$ cat config.mk
export PLATFORM = sky130hd
export DESIGN_NAME = fir_dout_shaper
export DESIGN_NICKNAME = d
export VERILOG_FILES = /design/src/rtl/fir_pkg.sv /design/src/rtl/fir_shaper_fifo.sv /design/src/rtl/fir_dout_shaper.sv
export SDC_FILE = /design/constraint.sdc
export NUM_CORES = 1
export LEC_CHECK = 0
export CELL_PAD_IN_SITES_DETAIL_PLACEMENT = 0
export CELL_PAD_IN_SITES_GLOBAL_PLACEMENT = 2
export CORE_MARGIN = 5
export CORE_UTILIZATION = 40
export CTS_CLUSTER_SIZE = 40
export DETAILED_ROUTE_END_ITERATION = 8
export PLACE_DENSITY = 0.92
export SETUP_SLACK_MARGIN = 0.4
export SYNTH_ARGS = -nofsm -noshare
export SYNTH_HDL_FRONTEND = slang
export SYNTH_HIERARCHICAL = 1
export SYNTH_SLANG_ARGS = --single-unit
$ cat constraint.sdc
create_clock -name clk_i -period 4.6 [get_ports clk_i]
set_input_delay 1.38 -clock clk_i [delete_from_list [all_inputs] [get_ports clk_i]]
set_output_delay 1.38 -clock clk_i [all_outputs]
set_load 0.02 [all_outputs]
$ cat src/rtl/fir_pkg.sv
`default_nettype none
// ============================================================================
// Module      : fir_pkg
// Description : Shared widths, saturation limits and the shaper configuration
//               record used by the FIR output shaping stage.
// Revision    : 1.0 - initial release
// ============================================================================
package fir_pkg;

  // Full-precision FIR sum width (tap width + data width) and narrow output width
  localparam int FIR_SUM_WIDTH   = 48;
  localparam int FIR_OUT_WIDTH   = 16;

  // Config field widths carried by shaper_cfg_t
  localparam int FIR_SHIFT_WIDTH = 6;
  localparam int FIR_DECIM_WIDTH = 8;

  // Two's-complement limits of the narrow output word
  localparam logic signed [FIR_OUT_WIDTH-1:0] FIR_OUT_MAX = {1'b0, {(FIR_OUT_WIDTH-1){1'b1}}};
  localparam logic signed [FIR_OUT_WIDTH-1:0] FIR_OUT_MIN = {1'b1, {(FIR_OUT_WIDTH-1){1'b0}}};

  // Shadowed shaping configuration
  typedef struct packed {
    logic [FIR_SHIFT_WIDTH-1:0] shift;
    logic [FIR_DECIM_WIDTH-1:0] decim;
  } shaper_cfg_t;

endpackage
`default_nettype wire

$ cat src/rtl/fir_shaper_fifo.sv
`default_nettype none
// ============================================================================
// Module      : fir_shaper_fifo
// Description : Synchronous first-word-fall-through FIFO with occupancy count.
//               The head word is visible on rd_data_o whenever valid_o is high;
//               rd_en_i pops it. Reads of an empty FIFO are ignored.
// Revision    : 1.0 - initial release
// ============================================================================
module fir_shaper_fifo #(
  parameter int DATA_WIDTH = 16,
  parameter int DEPTH      = 4,
  localparam int PTR_W     = $clog2(DEPTH)
) (
  input  logic                  clk_i,
  input  logic                  rst_n_i,
  input  logic                  wr_en_i,
  input  logic [DATA_WIDTH-1:0] wr_data_i,
  input  logic                  rd_en_i,
  output logic [DATA_WIDTH-1:0] rd_data_o,
  output logic                  valid_o,
  output logic [PTR_W:0]        count_o
);

  logic [DATA_WIDTH-1:0] mem_q [DEPTH];
  logic [PTR_W-1:0]      wr_ptr_q;
  logic [PTR_W-1:0]      rd_ptr_q;
  logic [PTR_W:0]        count_q;
  logic                  w_rd;
  logic                  w_full;

  // A pop only happens when there is a word to pop
  assign w_rd   = rd_en_i && (count_q != '0);
  assign w_full = (count_q == (PTR_W+1)'(DEPTH));

  // Pointer and occupancy bookkeeping; pointers wrap naturally (DEPTH is 2^n)
  always_ff @(posedge clk_i or negedge rst_n_i) begin
    if (!rst_n_i) begin
      wr_ptr_q <= '0;
      rd_ptr_q <= '0;
      count_q  <= '0;
    end else begin
      if (wr_en_i) begin
        wr_ptr_q <= wr_ptr_q + PTR_W'(1);
      end
      if (w_rd) begin
        rd_ptr_q <= rd_ptr_q + PTR_W'(1);
      end
      case ({wr_en_i, w_rd})
        2'b10:   count_q <= count_q + (PTR_W+1)'(1);
        2'b01:   count_q <= count_q - (PTR_W+1)'(1);
        default: count_q <= count_q;
      endcase
    end
  end

  // Storage array; contents are don't-care until written
  always_ff @(posedge clk_i) begin
    if (wr_en_i) begin
      mem_q[wr_ptr_q] <= wr_data_i;
    end
  end

  // Head word is forced to zero while empty so the output bus is clean after reset
  assign valid_o   = (count_q != '0);
  assign rd_data_o = valid_o ? mem_q[rd_ptr_q] : '0;
  assign count_o   = count_q;

  // The upstream credit scheme must make a write into a full FIFO impossible
  a_no_overflow: assert property (@(posedge clk_i) disable iff (!rst_n_i)
                                  !(wr_en_i && w_full && !w_rd));

endmodule
`default_nettype wire

$ cat src/rtl/fir_dout_shaper.sv
`default_nettype none
// ============================================================================
// Module      : fir_dout_shaper
// Description : FIR output shaper. Per accepted sample: optional 1-of-(N+1)
//               decimation, round-half-up, arithmetic right shift and
//               saturation to OUT_WIDTH, then a small FWFT FIFO towards an
//               AXI-Stream master. Upstream tready is registered and driven
//               by a credit count, never combinationally from downstream.
//               Optional macro FIR_DOUT_SHAPER_STAT_EN adds a 16-bit
//               saturation event counter on sat_cnt_o.
// Revision    : 1.0 - initial release
// ============================================================================
module fir_dout_shaper
  import fir_pkg::*;
#(
  parameter int IN_WIDTH    = FIR_SUM_WIDTH,
  parameter int OUT_WIDTH   = FIR_OUT_WIDTH,
  parameter int SHIFT_WIDTH = FIR_SHIFT_WIDTH,
  parameter int DECIM_WIDTH = FIR_DECIM_WIDTH,
  parameter int FIFO_DEPTH  = 4
) (
  input  logic                   clk_i,
  input  logic                   rst_n_i,
  input  logic                   cfg_load_i,
  input  logic [SHIFT_WIDTH-1:0] shift_cfg_i,
  input  logic [DECIM_WIDTH-1:0] decim_cfg_i,
  input  logic [IN_WIDTH-1:0]    s_axis_tdata_i,
  input  logic                   s_axis_tvalid_i,
  output logic                   s_axis_tready_o,
  output logic [OUT_WIDTH-1:0]   m_axis_tdata_o,
  output logic                   m_axis_tvalid_o,
  input  logic                   m_axis_tready_i,
  output logic                   sat_flag_o
`ifdef FIR_DOUT_SHAPER_STAT_EN
  ,
  output logic [15:0]            sat_cnt_o
`endif
);

  localparam int CNT_W = $clog2(FIFO_DEPTH) + 1;   // FIFO occupancy width
  localparam int CRD_W = CNT_W + 1;                // occupancy + in-flight headroom

  // Saturation limits expressed at the internal IN_WIDTH+1 precision
  localparam logic signed [IN_WIDTH:0] SAT_MAX =
    {{(IN_WIDTH-OUT_WIDTH+2){1'b0}}, {(OUT_WIDTH-1){1'b1}}};
  localparam logic signed [IN_WIDTH:0] SAT_MIN =
    {{(IN_WIDTH-OUT_WIDTH+2){1'b1}}, {(OUT_WIDTH-1){1'b0}}};
  localparam logic signed [IN_WIDTH:0] RND_ONE = {{IN_WIDTH{1'b0}}, 1'b1};

  // --------------------------------------------------------------------------
  // State
  // --------------------------------------------------------------------------
  shaper_cfg_t             cfg_q;
  logic [DECIM_WIDTH-1:0]  dcnt_q, dcnt_d;
  logic                    s_tready_q, s_tready_d;

  logic                    s1_valid_q;
  logic signed [IN_WIDTH:0] s1_sum_q;
  logic [SHIFT_WIDTH-1:0]  s1_shift_q;

  logic                    s2_valid_q;
  logic [OUT_WIDTH-1:0]    s2_data_q;

  logic                    sat_flag_q;

  // --------------------------------------------------------------------------
  // Combinational helpers
  // --------------------------------------------------------------------------
  logic                     w_xfer;
  logic                     w_keep;
  logic signed [IN_WIDTH:0] w_round;
  logic signed [IN_WIDTH:0] w_sum;
  logic signed [IN_WIDTH:0] w_shifted;
  logic                     w_hi;
  logic                     w_lo;
  logic                     w_clip;
  logic                     w_rd;
  logic [CNT_W-1:0]         w_fifo_cnt;
  logic [CRD_W-1:0]         w_credit;

  assign w_xfer = s_axis_tvalid_i && s_tready_q;
  // The first transfer after reset or a config load always sees dcnt_q == 0
  assign w_keep = w_xfer && (dcnt_q == '0);

  // Round-half-up constant and the widened sum for stage 1
  always_comb begin
    w_round = '0;
    if (cfg_q.shift != '0) begin
      w_round = RND_ONE << (cfg_q.shift - SHIFT_WIDTH'(1));
    end
    w_sum = $signed({s_axis_tdata_i[IN_WIDTH-1], s_axis_tdata_i}) + w_round;
  end

  // Stage-2 shift and clip detection; the shift travels with the sample
  assign w_shifted = s1_sum_q >>> s1_shift_q;
  assign w_hi      = (w_shifted > SAT_MAX);
  assign w_lo      = (w_shifted < SAT_MIN);
  assign w_clip    = s1_valid_q && (w_hi || w_lo);

  // Next decimation count: a load restarts the phase; the same-edge sample
  // was judged against the old count and does not advance the new one
  always_comb begin
    dcnt_d = dcnt_q;
    if (cfg_load_i) begin
      dcnt_d = '0;
    end else if (w_xfer) begin
      dcnt_d = (dcnt_q == cfg_q.decim) ? '0 : dcnt_q + DECIM_WIDTH'(1);
    end
  end

  // Credit: everything the FIFO and pipeline will hold after this edge must
  // leave room for one more beat accepted during the cycle of tready lag
  assign w_rd = m_axis_tvalid_o && m_axis_tready_i;

  always_comb begin
    w_credit = CRD_W'(w_fifo_cnt)
             + CRD_W'(s2_valid_q)
             - CRD_W'(w_rd)
             + CRD_W'(w_keep)
             + CRD_W'(s1_valid_q);
    s_tready_d = (w_credit <= CRD_W'(FIFO_DEPTH - 2));
  end

  // --------------------------------------------------------------------------
  // Sequential logic
  // --------------------------------------------------------------------------

  // Shadow configuration, decimation phase and registered upstream ready
  always_ff @(posedge clk_i or negedge rst_n_i) begin
    if (!rst_n_i) begin
      cfg_q      <= '0;
      dcnt_q     <= '0;
      s_tready_q <= 1'b0;
    end else begin
      if (cfg_load_i) begin
        cfg_q.shift <= shift_cfg_i;
        cfg_q.decim <= decim_cfg_i;
      end
      dcnt_q     <= dcnt_d;
      s_tready_q <= s_tready_d;
    end
  end

  // Stage 1: add the rounding constant to kept samples
  always_ff @(posedge clk_i or negedge rst_n_i) begin
    if (!rst_n_i) begin
      s1_valid_q <= 1'b0;
      s1_sum_q   <= '0;
      s1_shift_q <= '0;
    end else begin
      s1_valid_q <= w_keep;
      if (w_keep) begin
        s1_sum_q   <= w_sum;
        s1_shift_q <= cfg_q.shift;
      end
    end
  end

  // Stage 2: shift and saturate into the narrow output word
  always_ff @(posedge clk_i or negedge rst_n_i) begin
    if (!rst_n_i) begin
      s2_valid_q <= 1'b0;
      s2_data_q  <= '0;
    end else begin
      s2_valid_q <= s1_valid_q;
      if (s1_valid_q) begin
        if (w_hi) begin
          s2_data_q <= SAT_MAX[OUT_WIDTH-1:0];
        end else if (w_lo) begin
          s2_data_q <= SAT_MIN[OUT_WIDTH-1:0];
        end else begin
          s2_data_q <= w_shifted[OUT_WIDTH-1:0];
        end
      end
    end
  end

  // Sticky saturation flag; a config load starts a fresh observation window
  always_ff @(posedge clk_i or negedge rst_n_i) begin
    if (!rst_n_i) begin
      sat_flag_q <= 1'b0;
    end else if (cfg_load_i) begin
      sat_flag_q <= 1'b0;
    end else if (w_clip) begin
      sat_flag_q <= 1'b1;
    end
  end

`ifdef FIR_DOUT_SHAPER_STAT_EN
  logic [15:0] sat_cnt_q;

  // Saturating count of clipped samples, cleared with the flag
  always_ff @(posedge clk_i or negedge rst_n_i) begin
    if (!rst_n_i) begin
      sat_cnt_q <= '0;
    end else if (cfg_load_i) begin
      sat_cnt_q <= '0;
    end else if (w_clip && (sat_cnt_q != 16'hFFFF)) begin
      sat_cnt_q <= sat_cnt_q + 16'd1;
    end
  end

  assign sat_cnt_o = sat_cnt_q;
`endif

  // --------------------------------------------------------------------------
  // Output FIFO
  // --------------------------------------------------------------------------
  fir_shaper_fifo #(
    .DATA_WIDTH (OUT_WIDTH),
    .DEPTH      (FIFO_DEPTH)
  ) u_fifo (
    .clk_i     (clk_i),
    .rst_n_i   (rst_n_i),
    .wr_en_i   (s2_valid_q),
    .wr_data_i (s2_data_q),
    .rd_en_i   (m_axis_tready_i),
    .rd_data_o (m_axis_tdata_o),
    .valid_o   (m_axis_tvalid_o),
    .count_o   (w_fifo_cnt)
  );

  assign s_axis_tready_o = s_tready_q;
  assign sat_flag_o      = sat_flag_q;

endmodule
`default_nettype wire

==> results.yml <==
worst_hold_path:
  min_path_type: "flip-flop to flip-flop"
  min_path_cells: 2
  min-delay-start: "s1_sum_q[0]"
floorplanning:
  die_y_um: 196
  rows: 68
  die_width_um: 196
  boundaryPins: 86
  initial_utilization: 0.403
  die_area_um2: 38500
  core_area_um2: 34400
sta:
  slew_headroom: 0.325
  rsz0062_at_grt: "true"
  max_freq_ghz: 0.241
  post-route-min-period_ns: 4.14
  setup_viol: 0
  finalMaxSlewViolations: 0
  hold_slack_ns: 0.497
  clock_skew_ns: 0.0124
  period_share: 0.901
  worst_pin_slew_ns: 1.01
  finalHoldViolCount: 0
setup_path:
  reg2regPathDepth: 14
  required_ns: 4.95
  crit_start: "s_axis_tdata_i[0]"
  end_kind: "flip-flop"
  rr_startpoint: "cfg_q[10]"
  path_class: "input pin to flip-flop"
  worstPathArrival_ns: 4.50
  worstSetupStartpointType: "input pin"
  crit_fanout: 4
global_route:
  grt_use_met2: 0.327
  track_usage: 0.203
  grt_pass1_wl_um: 62700
  met3_usage: 0.0307
  use_met1: 0.282
  grt.overflow.total: 0
  antenna_found_initial: 0
  gr-max-usage-layer: "met2"
  grt_max_degree: 99
  grt_pass1_vias: 11200
yosys:
  synth_cell_types: 83
  syn-num-nets: 1553
  synth-edff-count: 64
  netlist_area_um2: 13900
  async_flop_share: 0.619
  ys_seq_elements: 168
  syn-instance-count: 1421
  synth_mux_area_frac: 0.187
  synthAdderAreaFrac: 0.0608
  synth_seq_area_share: 0.326
  synth-simple-area-share: 0.153
  synth_compound_area_frac: 0.187
  synth_xor_area_frac: 0.0360
  synth_top_family_by_area: "multiplexers"
  synth_top_flop_cell: "dfrtp_1"
  avgSynthCellArea_um2: 9.75
  ys_warn_count: 6
layout:
  postLayoutCellArea_um2: 15900
  diodes: 0
  fin_nets: 1611
  finalCoreUtilization: 0.462
  layout-drive-gt1-share: 0.152
  syn_to_final_growth_pct: 14.5
route:
  drc: 0
  first_iter_violations: 785
  routed_wl_um: 39300
  drtAntennaViolNets: 0
  dr.pass1.iters: 5
  vias: 11500
  vias_per_cell: 5.92
  wl_per_cell_um: 20.2
clock_network:
  numCtsBuffers: 17
  cts_tree: "done"
  cts_hold_buf: 0
  cts_buffer_depth: 2
  clk_latency_ns: 0.45
  root_buffer: "clkbuf_16"
  cts.clk_slew.worst_paths_ns: 0.06
  clkSinkCount: 168
  htreeDepth: 4
place:
  io_buffers: 85
  globalplace.congestion: 0.924
  dpl.hpwl_um: 29900
  place_area_um2: 15200
status:
  status: "complete, no violations"
job:
  drv_cap: 0
power_and_ir_drop:
  pwr_density_cell_nw_per_um2: 651
  total_leakage_power_nw: 6.44
  ir_drop_mv: 0.364
## what timing repair did
action,CTS,global route
buffers inserted,0,4
setup endpoints to repair,7,21
pin swaps,0,6
gates resized for setup,6,12
## metal layers
metal / vias to the layer above / share of wire / routed length [µm]
li1: 5491 / - / -
met1: 5599 / 0.46 / 17900
met2: 374 / 0.47 / 18500
met3: 68 / 0.045 / 1780
met4: 0 / 0.028 / 1110
met5: - / 0 / 0
## worst paths after layout
path / end / slack [ns]
worst max-delay path: s1_sum_q[48] / 0.46
worst min-delay path: s1_sum_q[0] / 0.50
worst max register to register: s1_sum_q[48] / 0.51
min in group asynchronous: cfg_q[10] / 1.12
max in group asynchronous: s1_shift_q[1] / 2.60
worst min register to register: s1_sum_q[0] / 0.50
## synthesized netlist by cell type (30+ instances only)
cell type	n	area (µm²)
a21o_1	36	270
mux2_2	32	360
a21oi_1	71	355
mux4_2	74	1670
ha_1	61	763
nor2_1	114	428
dfrtp_1	104	2600
edfxtp_1	64	1920
mux2i_1	30	300
clkbuf_1	51	191
inv_1	51	191
xnor2_1	38	333
o21ai_0	88	440
nand2_1	174	653
## cell type report
class	count	area, µm²
clock inverter	13	113
sequential	168	4540
timing repair buffer	136	1280
multi-input combinational	1103	8730
fill	3312	18500
clock buffer	19	447
inverter	53	199
tap	455	569
## where the power goes
| part | switching (W) | internal, W |
|---|---|---|
| clock | 0.000628 | 0.000724 |
| combinational | 0.00329 | 0.00284 |
| sequential | 0.000796 | 0.00205 |
## critical path, cell delays in order
cell             delay [ns]
clkdlybuf4s50_1        0.46
ha_2                   0.19
fa_2                   0.20
a211oi_1               0.10
o21ai_1                0.17
a41o_1                 0.23
nand4_1                0.17
a2111o_1               0.57
a2111oi_2              0.42
buf_4                  0.17
nand2_1                0.06
and4_1                 0.19
o31ai_1                0.18
## state kept, by name, indices dropped and copies added, names as in the netlist
signal,count
u_fifo/wr_ptr_q,2
s1_valid_q,1
dcnt_q,8
s2_valid_q,1
s_axis_tready_o,1
s1_sum_q,49
u_fifo/count_o,3
s2_data_q,16
s1_shift_q,6
u_fifo/rd_ptr_q,2
sat_flag_o,1
cfg_q,14
u_fifo/mem_q,64
## kinds of logic (layout without fill, tap and decap cells)
kind of cell / Yosys count / in the layout
simple gates: 455 / 455
flops: 168 / 168
xor+xnor: 57 / 57
mux: 148 / 148
fa+ha+maj: 65 / 65
buf+inv: 150 / 221
compound gates: 378 / 378
## cell usage in the layout, fill, tap and decap left out, drive strengths merged, types with 13 or more instances in the layout
| cell type | instances |
|---|---|
| ha | 61 |
| inv | 57 |
| o21ai | 101 |
| xnor2 | 38 |
| mux2i | 30 |
| clkbuf | 19 |
| nand4 | 15 |
| nand2 | 174 |
| o221ai | 15 |
| a21o | 36 |
| mux4 | 83 |
| xor2 | 19 |
| and3 | 13 |
| nor2 | 114 |
| nor3 | 16 |
| nand3 | 27 |
| clkdlybuf4s50 | 84 |
| mux2 | 35 |
| a21oi | 71 |
| a31oi | 15 |
| buf | 52 |
| and2 | 29 |
| edfxtp | 64 |
| dfrtp | 104 |
## through the flow
step,instances,total power [W],setup WS (ns),TNS [ns]
CTS,1943,0.0103,0.386,0
global route,1947,0.0110,0.319,0
global placement,1911,0.00884,-0.0917,-0.0917
floorplan,1421,0.00709,0.661,0
finish,1947,0.0103,0.456,0
detailed placement,1911,0.00891,-0.0973,-0.0973
No activity file was read; power rests on OpenSTA's default activity.
